`config.mk`:
```
export PLATFORM = sky130hd
export DESIGN_NAME = bin2oht_pipe_flat
export DESIGN_NICKNAME = d
export VERILOG_FILES = /design/src/rtl/bin2oht_pipe_if.sv /design/src/rtl/bin2oht_pipe.sv /design/src/flat_wrapper.sv
export SDC_FILE = /design/constraint.sdc
export NUM_CORES = 1
export LEC_CHECK = 0
export ABC_AREA = 1
export CAP_MARGIN = 20
export CORE_ASPECT_RATIO = 1.4
export CORE_MARGIN = 4
export CORE_UTILIZATION = 45
export CTS_BUF_LIST = sky130_fd_sc_hd__clkbuf_4
export CTS_CLUSTER_DIAMETER = 40
export DETAILED_ROUTE_END_ITERATION = 10
export HOLD_SLACK_MARGIN = 0.03
export MAX_ROUTING_LAYER = met4
export PLACE_DENSITY = 0.75
export SETUP_SLACK_MARGIN = 0.1
export SYNTH_ARGS = -nofsm -noshare
export SYNTH_HDL_FRONTEND = slang
export SYNTH_SLANG_ARGS = --single-unit
```
`constraint.sdc`:
```
create_clock -name clk -period 1.2 [get_ports clk]
set_clock_uncertainty 0.1 [all_clocks]
set_input_delay 0.36 -clock clk [delete_from_list [all_inputs] [get_ports clk]]
set_output_delay 0.36 -clock clk [all_outputs]
set_load 0.01 [all_outputs]
```
`src/rtl/bin2oht_pipe_if.sv`:
```
// Stream bundle for bin2oht_pipe: binary index in, one-hot vector out.
// The slave modport is the decoder's view; master is the producer/consumer side.
interface bin2oht_pipe_if #(
  parameter int WIDTH = 16
);
  localparam int WIDTH_LOG = $clog2(WIDTH);

  logic                 i_vld;
  logic                 i_rdy;
  logic [WIDTH_LOG-1:0] i_bin;
  logic                 o_vld;
  logic                 o_rdy;
  logic [WIDTH-1:0]     o_oht;
  logic                 o_err;

  modport slave (
    input  i_vld, i_bin, o_rdy,
    output i_rdy, o_vld, o_oht, o_err
  );

  modport master (
    output i_vld, i_bin, o_rdy,
    input  i_rdy, o_vld, o_oht, o_err
  );
endinterface

```
`src/rtl/bin2oht_pipe.sv`:
```
// Two-stage pipelined binary-to-one-hot decoder: group select, then in-group select.
// Define BIN2OHT_PIPE_SKID_EN for a 1-entry input skid buffer that registers i_rdy.
module bin2oht_pipe #(
  parameter int WIDTH = 16,
  parameter int SPLIT = 4
) (
  input  logic          clk,
  input  logic          rst_n,
  bin2oht_pipe_if.slave bus
);
  localparam int WIDTH_LOG = $clog2(WIDTH);
  localparam int SPLIT_LOG = $clog2(SPLIT);
  localparam int GROUPS    = (WIDTH + SPLIT - 1) / SPLIT;
  localparam bit POW2      = (WIDTH == (1 << WIDTH_LOG));

  logic                 s1_vld_q, s1_vld_d;
  logic [SPLIT_LOG-1:0] s1_lo_q, s1_lo_d;
  logic [GROUPS-1:0]    s1_grp_q, s1_grp_d;
  logic                 s1_err_q, s1_err_d;

  logic                 o_vld_q, o_vld_d;
  logic [WIDTH-1:0]     o_oht_q, o_oht_d;
  logic                 o_err_q, o_err_d;

  logic                 s1_rdy;
  logic                 s2_rdy;
  logic                 src_vld;
  logic [WIDTH_LOG-1:0] src_bin;
  logic [GROUPS-1:0]    grp_dec;
  logic                 err_dec;
  logic [WIDTH-1:0]     oht_dec;

  assign s2_rdy = !o_vld_q || bus.o_rdy;
  assign s1_rdy = !s1_vld_q || s2_rdy;

`ifdef BIN2OHT_PIPE_SKID_EN
  logic                 skid_full_q, skid_full_d;
  logic [WIDTH_LOG-1:0] skid_bin_q, skid_bin_d;

  // i_rdy comes only from the skid flag, so o_rdy has no combinational path to it
  assign bus.i_rdy = rst_n && !skid_full_q;

  always_comb begin
    skid_full_d = skid_full_q;
    skid_bin_d  = skid_bin_q;
    src_vld     = skid_full_q || (bus.i_vld && bus.i_rdy);
    src_bin     = skid_full_q ? skid_bin_q : bus.i_bin;
    if (skid_full_q) begin
      if (s1_rdy) skid_full_d = 1'b0;
    end else if (bus.i_vld && bus.i_rdy && !s1_rdy) begin
      skid_full_d = 1'b1;
      skid_bin_d  = bus.i_bin;
    end
  end

  always_ff @(posedge clk or negedge rst_n) begin
    if (!rst_n) begin
      skid_full_q <= 1'b0;
      skid_bin_q  <= '0;
    end else begin
      skid_full_q <= skid_full_d;
      skid_bin_q  <= skid_bin_d;
    end
  end
`else
  assign bus.i_rdy = rst_n && s1_rdy;

  always_comb begin
    src_vld = bus.i_vld && bus.i_rdy;
    src_bin = bus.i_bin;
  end
`endif

  always_comb begin
    grp_dec = '0;
    err_dec = POW2 ? 1'b0 : ({1'b0, src_bin} >= (WIDTH_LOG + 1)'(WIDTH));
    for (int k = 0; k < GROUPS; k++) begin
      if (int'(src_bin >> SPLIT_LOG) == k) grp_dec[k] = 1'b1;
    end
    if (err_dec) grp_dec = '0;
  end

  always_comb begin
    s1_vld_d = s1_vld_q;
    s1_lo_d  = s1_lo_q;
    s1_grp_d = s1_grp_q;
    s1_err_d = s1_err_q;
    if (s1_rdy) begin
      s1_vld_d = src_vld;
      if (src_vld) begin
        s1_lo_d  = src_bin[SPLIT_LOG-1:0];
        s1_grp_d = grp_dec;
        s1_err_d = err_dec;
      end
    end
  end

  // Walking output bits keeps the padding of a partial last group out of range
  always_comb begin
    oht_dec = '0;
    for (int n = 0; n < WIDTH; n++) begin
      oht_dec[n] = s1_grp_q[n / SPLIT] && (s1_lo_q == SPLIT_LOG'(n % SPLIT));
    end
  end

  always_comb begin
    o_vld_d = o_vld_q;
    o_oht_d = o_oht_q;
    o_err_d = o_err_q;
    if (s2_rdy) begin
      o_vld_d = s1_vld_q;
      if (s1_vld_q) begin
        o_oht_d = oht_dec;
        o_err_d = s1_err_q;
      end
    end
  end

  always_ff @(posedge clk or negedge rst_n) begin
    if (!rst_n) begin
      s1_vld_q <= 1'b0;
      s1_lo_q  <= '0;
      s1_grp_q <= '0;
      s1_err_q <= 1'b0;
      o_vld_q  <= 1'b0;
      o_oht_q  <= '0;
      o_err_q  <= 1'b0;
    end else begin
      s1_vld_q <= s1_vld_d;
      s1_lo_q  <= s1_lo_d;
      s1_grp_q <= s1_grp_d;
      s1_err_q <= s1_err_d;
      o_vld_q  <= o_vld_d;
      o_oht_q  <= o_oht_d;
      o_err_q  <= o_err_d;
    end
  end

  assign bus.o_vld = o_vld_q;
  assign bus.o_oht = o_oht_q;
  assign bus.o_err = o_err_q;
endmodule

```
`src/flat_wrapper.sv`:
```
// flat-port wrapper written by rule: the top's interface ports become plain ports
module bin2oht_pipe_flat 
#(
  parameter int WIDTH = 16,
  parameter int SPLIT = 4
)
  (clk, rst_n, bus_i_vld, bus_i_bin, bus_o_rdy, bus_i_rdy, bus_o_vld, bus_o_oht, bus_o_err);
  bin2oht_pipe_if #(.WIDTH(WIDTH)) bus_i ();
  input  logic clk;
  input  logic rst_n;
  input wire logic [$bits(bus_i.i_vld)-1:0] bus_i_vld;
  input wire logic [$bits(bus_i.i_bin)-1:0] bus_i_bin;
  input wire logic [$bits(bus_i.o_rdy)-1:0] bus_o_rdy;
  output wire logic [$bits(bus_i.i_rdy)-1:0] bus_i_rdy;
  output wire logic [$bits(bus_i.o_vld)-1:0] bus_o_vld;
  output wire logic [$bits(bus_i.o_oht)-1:0] bus_o_oht;
  output wire logic [$bits(bus_i.o_err)-1:0] bus_o_err;
  assign bus_i.i_vld = bus_i_vld;
  assign bus_i.i_bin = bus_i_bin;
  assign bus_i.o_rdy = bus_o_rdy;
  assign bus_i_rdy = bus_i.i_rdy;
  assign bus_o_vld = bus_i.o_vld;
  assign bus_o_oht = bus_i.o_oht;
  assign bus_o_err = bus_i.o_err;
  bin2oht_pipe #(.WIDTH(WIDTH), .SPLIT(SPLIT)) u_core (.clk(clk), .rst_n(rst_n), .bus(bus_i));
endmodule
```
==> flow_summary.yaml, run 1 <==
run_status:
  failed_checks: "negative setup slack"
  outcome: "finished with violations"
global_routing:
  gr-usage-met2_pct: 32.5
  overflow: 0
  grt_pass1_wl_um: 4450
  grt_busiest_layer: "met2"
  met1_usage_pct: 19.4
  grtUsageMet3_pct: 3.45
  grt_max_degree: 32
  grt_antenna_before_repair: 0
  grt_usage_pct: 18.4
  grt_pass1_vias: 965
yosys:
  netlist.top_cell.by_area: "dfrtp_1"
  yosysWarnings: 0
  ys_async_sr_fraction_pct: 100
  synthFlopType: "dfrtp_1"
  ys_seq_area_share_pct: 58.0
  syn_avg_cell_area_um2: 8.70
  synthTopCellsByCount: "nand2_1 (50), dfrtp_1 (24), o21ai_1 (14), inv_1 (8)"
  syn_inst: 119
  synth_edf_count: 0
  synth_nets: 127
  netlist_area_mm2: 0.00103
  ys_ff_latch: 24
  synth_top_area_share_pct: 58.0
  ys_types: 13
  ys_top_cells_by_area: "dfrtp_1 (58%), nand2_1 (18%), o21ai_1 (6.8%), nand4_1 (3.6%), buf_6 (3.3%)"
  synth_most_common_cell: "nand2_1"
finish:
  fin_nets: 176
  drive_above_1_share_pct: 35.9
  num_antenna_cells: 0
  area_growth_syn_to_layout_pct: 51.8
  final_area_mm2: 0.00157
floorplanning:
  rows: 20
  num_io_pins: 27
  core_area_mm2: 0.00218
  start_util_pct: 47.5
  design.die.area_mm2: 0.00314
  chipHeight_um: 64.7
  die_w_um: 48.5
place:
  dp_hpwl_um: 1530
  place.gp.congestion: 0.751
  dpl-instance-area_mm2: 0.00134
  portBuffers: 25
sta:
  fin_ws_ns: -0.347
  finalCritPeriodShare_pct: 129
  fin_setup_tns_ns: -3.71
  setup_viol_count_final: 31
  min_period_ns: 1.55
  hold_viol: 0
  hold-worst-slack_ns: 0.148
  rsz0062_at_grt: "true"
  fmax_mhz: 646
  slew_viol_final: 0
cts:
  numCtsBuffers: 3
  cts_buffer_depth: 2
  cts_tree: "built"
  clkTransAtPathRegs_ns: 0.14
  clock-sinks: 24
  ctsRootBufferMaster: "clkbuf_4"
  cts-htree-levels: 1
  clk_latency_ns: 0.31
worst_setup_path:
  worstPathRequired_ns: 0.74
  cp_top_family: "flip-flops"
  crit_path_end_kind: "output port"
  critPathSlowestCell: "dfrtp_1"
  worst_ep_arrival_time_ns: 1.09
  worstPathCellList: "buf_6 > nand3_4 > nand2_2 > inv_2 > buf_6"
  slowest_delay_ns: 0.42
  crit_fanout: 2
  startpoint_type: "flop"
  cpMostUsedCell: "buf_6"
  critPathBufInv: 3
  worstSetupPathType: "flop to output port"
power:
  powerDensity_mw_per_mm2: 1190
  power.leakage_nw: 0.837
  ir_drop_mv: 0.807
detailed_routing:
  wl_per_cell_um: 13.3
  dr_total_vias: 948
  drt_iter0_drc: 25
  wl_um: 2510
  drtPass1Iterations: 4
  ant_nets: 0
  route.detailed.drc: 0
  vias_per_cell: 5.02
job:
  max_cap_violations: 0
worst_hold_path:
  hold_path.class: "input port to async pin"
==> area by class of cell <==
type / count / area [µm²]
Clock buffer: 3 / 22.5
Clock inverter: 1 / 3.75
Fill cell: 187 / 607
Inverter: 8 / 30.0
Multi-Input combinational cell: 82 / 424
Sequential cell: 24 / 601
Tap cell: 22 / 27.5
Timing Repair Buffer: 49 / 462
==> kinds of logic after synthesis <==
kind of cell,Yosys count,share of synthesized area [%]
buffers and inverters,13,7.38
AO/OA/AOI/OAI,16,7.74
AND/OR/NAND/NOR,65,26.5
flip-flops,24,58.0
other,1,0.362
==> registers in the layout, indices dropped and copies added, names as in the netlist <==
register and cells:
u_core.bus.o_vld 1, u_core.bus.o_oht 16, u_core.s1_grp_q 4, u_core.s1_vld_q 1, u_core.s1_lo_q 2
==> power by group <==
part	switching (mW)	internal (mW)
Combinational	0.248	0.289
Clock	0.247	0.122
Sequential	0.0675	0.889
Total	0.562	1.30
==> cell usage in the layout (no fill, tap or decap), drive strengths merged <==
master / count
buf: 40
clkinv: 1
conb: 1
dfrtp: 24
nand2: 51
nand3: 2
o21ai: 16
nand4: 6
bufbuf: 2
inv: 8
dlygate4sd2: 2
clkbuf: 3
clkdlybuf4s50: 5
nor2: 6
==> final timing paths <==
path | startpoint | slack, ns | cells after the start | end
setup / recovery | u_core.bus.o_vld$_DFFE_PN0P_ | -0.35 | 5 | bus_i_rdy
hold / removal | rst_n | 0.15 | 2 | u_core.bus.o_oht[4]$_DFFE_PN0P_
setup reg to reg | u_core.bus.o_vld$_DFFE_PN0P_ | -0.16 | 6 | u_core.bus.o_oht[12]$_DFFE_PN0P_
hold reg to reg | u_core.bus.o_oht[15]$_DFFE_PN0P_ | 0.39 | 2 | u_core.bus.o_oht[15]$_DFFE_PN0P_
max in group asynchronous | rst_n | 0.58 | 2 | u_core.s1_grp_q[2]$_DFFE_PN0P_
min in group clk | u_core.bus.o_oht[15]$_DFFE_PN0P_ | 0.39 | 2 | u_core.bus.o_oht[15]$_DFFE_PN0P_
==> layer usage <==
layer	routed length [µm]	vias up
met1	975	450
met4	19	0
met3	110	2
met2	1410	22
li1	-	474
met5	0	-
==> through the flow <==
step / cells / utilization [%] / total power [mW] / worst slack [ns]
final: 189 / 72.1 / 1.86 / -0.347
after global routing: 189 / 72.1 / 1.97 / -0.425
after CTS: 183 / 68.2 / 1.81 / -0.375
after detailed placement: 168 / 61.5 / 1.37 / -0.868
after global placement: 168 / 61.5 / 1.35 / -0.857
after floorplan: 119 / - / 1.15 / 0.0526
==> repair_timing <==
action                                  in CTS  in global routing
resized for setup                           89                 10
endpoints found under the setup margin      41                 42
gates cloned                                 3                  0
pin swaps                                    2                  1
setup buffers                                9                  7
hold buffers                                 0                  0
(Power assumes the default switching activity.)
==> run 2, diff against run 1 <==
SKIP_CTS_REPAIR_TIMING = 1   (was unset)
==> run 2 against run 1 <==
First-iteration DRC count is 40% lower. Global-route usage down 3.6 points. The run still ends with negative setup slack left. Count of clock-buffer cells in the layout did not move. Die area unchanged. Routed wire length down 6.5%. Highest routed layer unchanged. Register-to-register slack about the same. Critical path depth is 1 lower. Final area fell by 6.3%. Critical path type is now input port to output port. Cell count is 2.1% lower. Clock power shrank 3%.
==> flow_summary.yaml, run 2 (synthesis gave the netlist of run 1 again) <==
run_status:
  outcome: "finished with violations"
  failed_checks: "negative setup slack"
detailed_routing:
  ant_nets: 0
  route.detailed.drc: 0
  dr_total_vias: 923
  drtPass1Iterations: 4
  wl_um: 2350
  vias_per_cell: 4.99
  drt_iter0_drc: 15
  wl_per_cell_um: 12.7
job:
  max_cap_violations: 0
worst_setup_path:
  crit_path_end_kind: "output port"
  reg2regPathDepth: 7
  timing.rr.end: "u_core.s1_grp_q[1]$_DFFE_PN0P_"
  worst_ep_arrival_time_ns: 1.11
  regToRegSetupSlack_ns: -0.15
  cp-endpoint: "bus_i_rdy"
  worstSetupPathType: "input port to output port"
  worstPathRequired_ns: 0.74
  startpoint_type: "input port"
  startpoint: "rst_n"
  r2r-start: "u_core.bus.o_vld$_DFFE_PN0P_"
  crit_fanout: 2
place:
  dpl-instance-area_mm2: 0.00134
  dp_hpwl_um: 1530
  dpl_worst_slack_ns: -0.868
  place.gp.congestion: 0.751
  dp.cells: 168
  portBuffers: 25
sta:
  finalCritPeriodShare_pct: 131
  hold_viol: 0
  rsz0062_at_grt: "true"
  fin_ws_ns: -0.373
  setup_viol_count_final: 37
  fmax_mhz: 636
  slew_viol_final: 0
  min_period_ns: 1.57
finish:
  fin_util_pct: 67.6
  fin_cells: 185
  num_antenna_cells: 0
  drive_above_1_share_pct: 31.9
  final_common_cell: "nand2_1"
  final_cell_mix: "nand2_1 (48), dfrtp_1 (24), clkbuf_2 (16), buf_4 (14), o21ai_1 (12)"
  fin_nets: 172
  final_area_mm2: 0.00147
  largest_reg_flops: 16
  area_growth_syn_to_layout_pct: 42.2
floorplanning:
  core_area_mm2: 0.00218
  start_util_pct: 47.5
  num_io_pins: 27
  die_w_um: 48.5
  chipHeight_um: 64.7
  design.die.area_mm2: 0.00314
  rows: 20
global_routing:
  grt_max_degree: 33
  grt_usage_pct: 14.8
  grt_pass1_vias: 879
  overflow: 0
  grt_antenna_before_repair: 0
  grt_pass1_wl_um: 3660
cts:
  clock-sinks: 24
  clkTransAtPathRegs_ns: 0.12
  numCtsBuffers: 3
  cts_buffer_depth: 2
  cts-htree-levels: 1
  cts_tree: "built"
  ctsRootBufferMaster: "clkbuf_4"
  clk_latency_ns: 0.31
power:
  ir_drop_mv: 0.752
  power.leakage_nw: 0.776
  powerDensity_mw_per_mm2: 1210
  finalPower_mw: 1.78
worst_hold_path:
  hold_path.class: "input port to async pin"
[run 2: cell count changes in the layout (fill, tap and decap cells not counted), moves of 2 or more]
cell	previous run	this run
buf_2	12	0
buf_4	19	14
buf_6	7	5
bufbuf_16	2	0
clkbuf_16	0	2
clkbuf_2	0	16
dlygate4sd2_1	2	0
o21ai_1	10	12
o21ai_2	6	3
[run 2: final cells by class]
| class | count | area [µm²] |
|---|---|---|
| clock buffer | 3 | 22.5 |
| clock inverter | 1 | 3.75 |
| fill | 195 | 706 |
| inverter | 8 | 30.0 |
| multi-input combinational | 82 | 403 |
| sequential | 24 | 601 |
| tap | 22 | 27.5 |
| timing repair buffer | 45 | 384 |
[run 2: report_power, final]
group / internal, mW / total, mW / switching [mW]
clock: 0.122 / 0.356 / 0.235
sequential: 0.889 / 0.956 / 0.0669
combinational: 0.229 / 0.463 / 0.235
[run 2: metal layers]
metal	track usage [%]	wire length, µm	vias to the layer above
li1	-	-	470
met1	16.7	993	431
met4	7.07	38	0
met5	-	0	-
met3	2.30	61	4
met2	25.5	1250	18
[run 2: worst min path at each step]
stage / from / endpoint / cells past startpoint
4_1_cts: rst_n / u_core.bus.o_oht[4]$_DFFE_PN0P_ / 2
5_1_grt: rst_n / u_core.bus.o_oht[7]$_DFFE_PN0P_ / 2
3_3_place_gp: u_core.bus.o_oht[3]$_DFFE_PN0P_ / u_core.bus.o_oht[3]$_DFFE_PN0P_ / 2
2_1_floorplan: rst_n / u_core.bus.o_oht[0]$_DFFE_PN0P_ / 0
6_report: rst_n / u_core.bus.o_oht[7]$_DFFE_PN0P_ / 2
3_5_place_dp: u_core.bus.o_oht[3]$_DFFE_PN0P_ / u_core.bus.o_oht[3]$_DFFE_PN0P_ / 2
[run 2: worst max-delay path, stage by stage]
cell and delay, ns:
clkdlybuf4s50_1 0.53, nand2_2 0.08, inv_2 0.05, buf_6 0.09
[run 2: through the flow]
stage | setup TNS (ns) | hold slack, ns
floorplan | 0 | -0.0356
global placement | -12.89 | 0.371
detailed placement | -14.05 | 0.381
CTS | -12.01 | 0.395
global route | -6.34 | 0.370
finish | -4.03 | 0.366
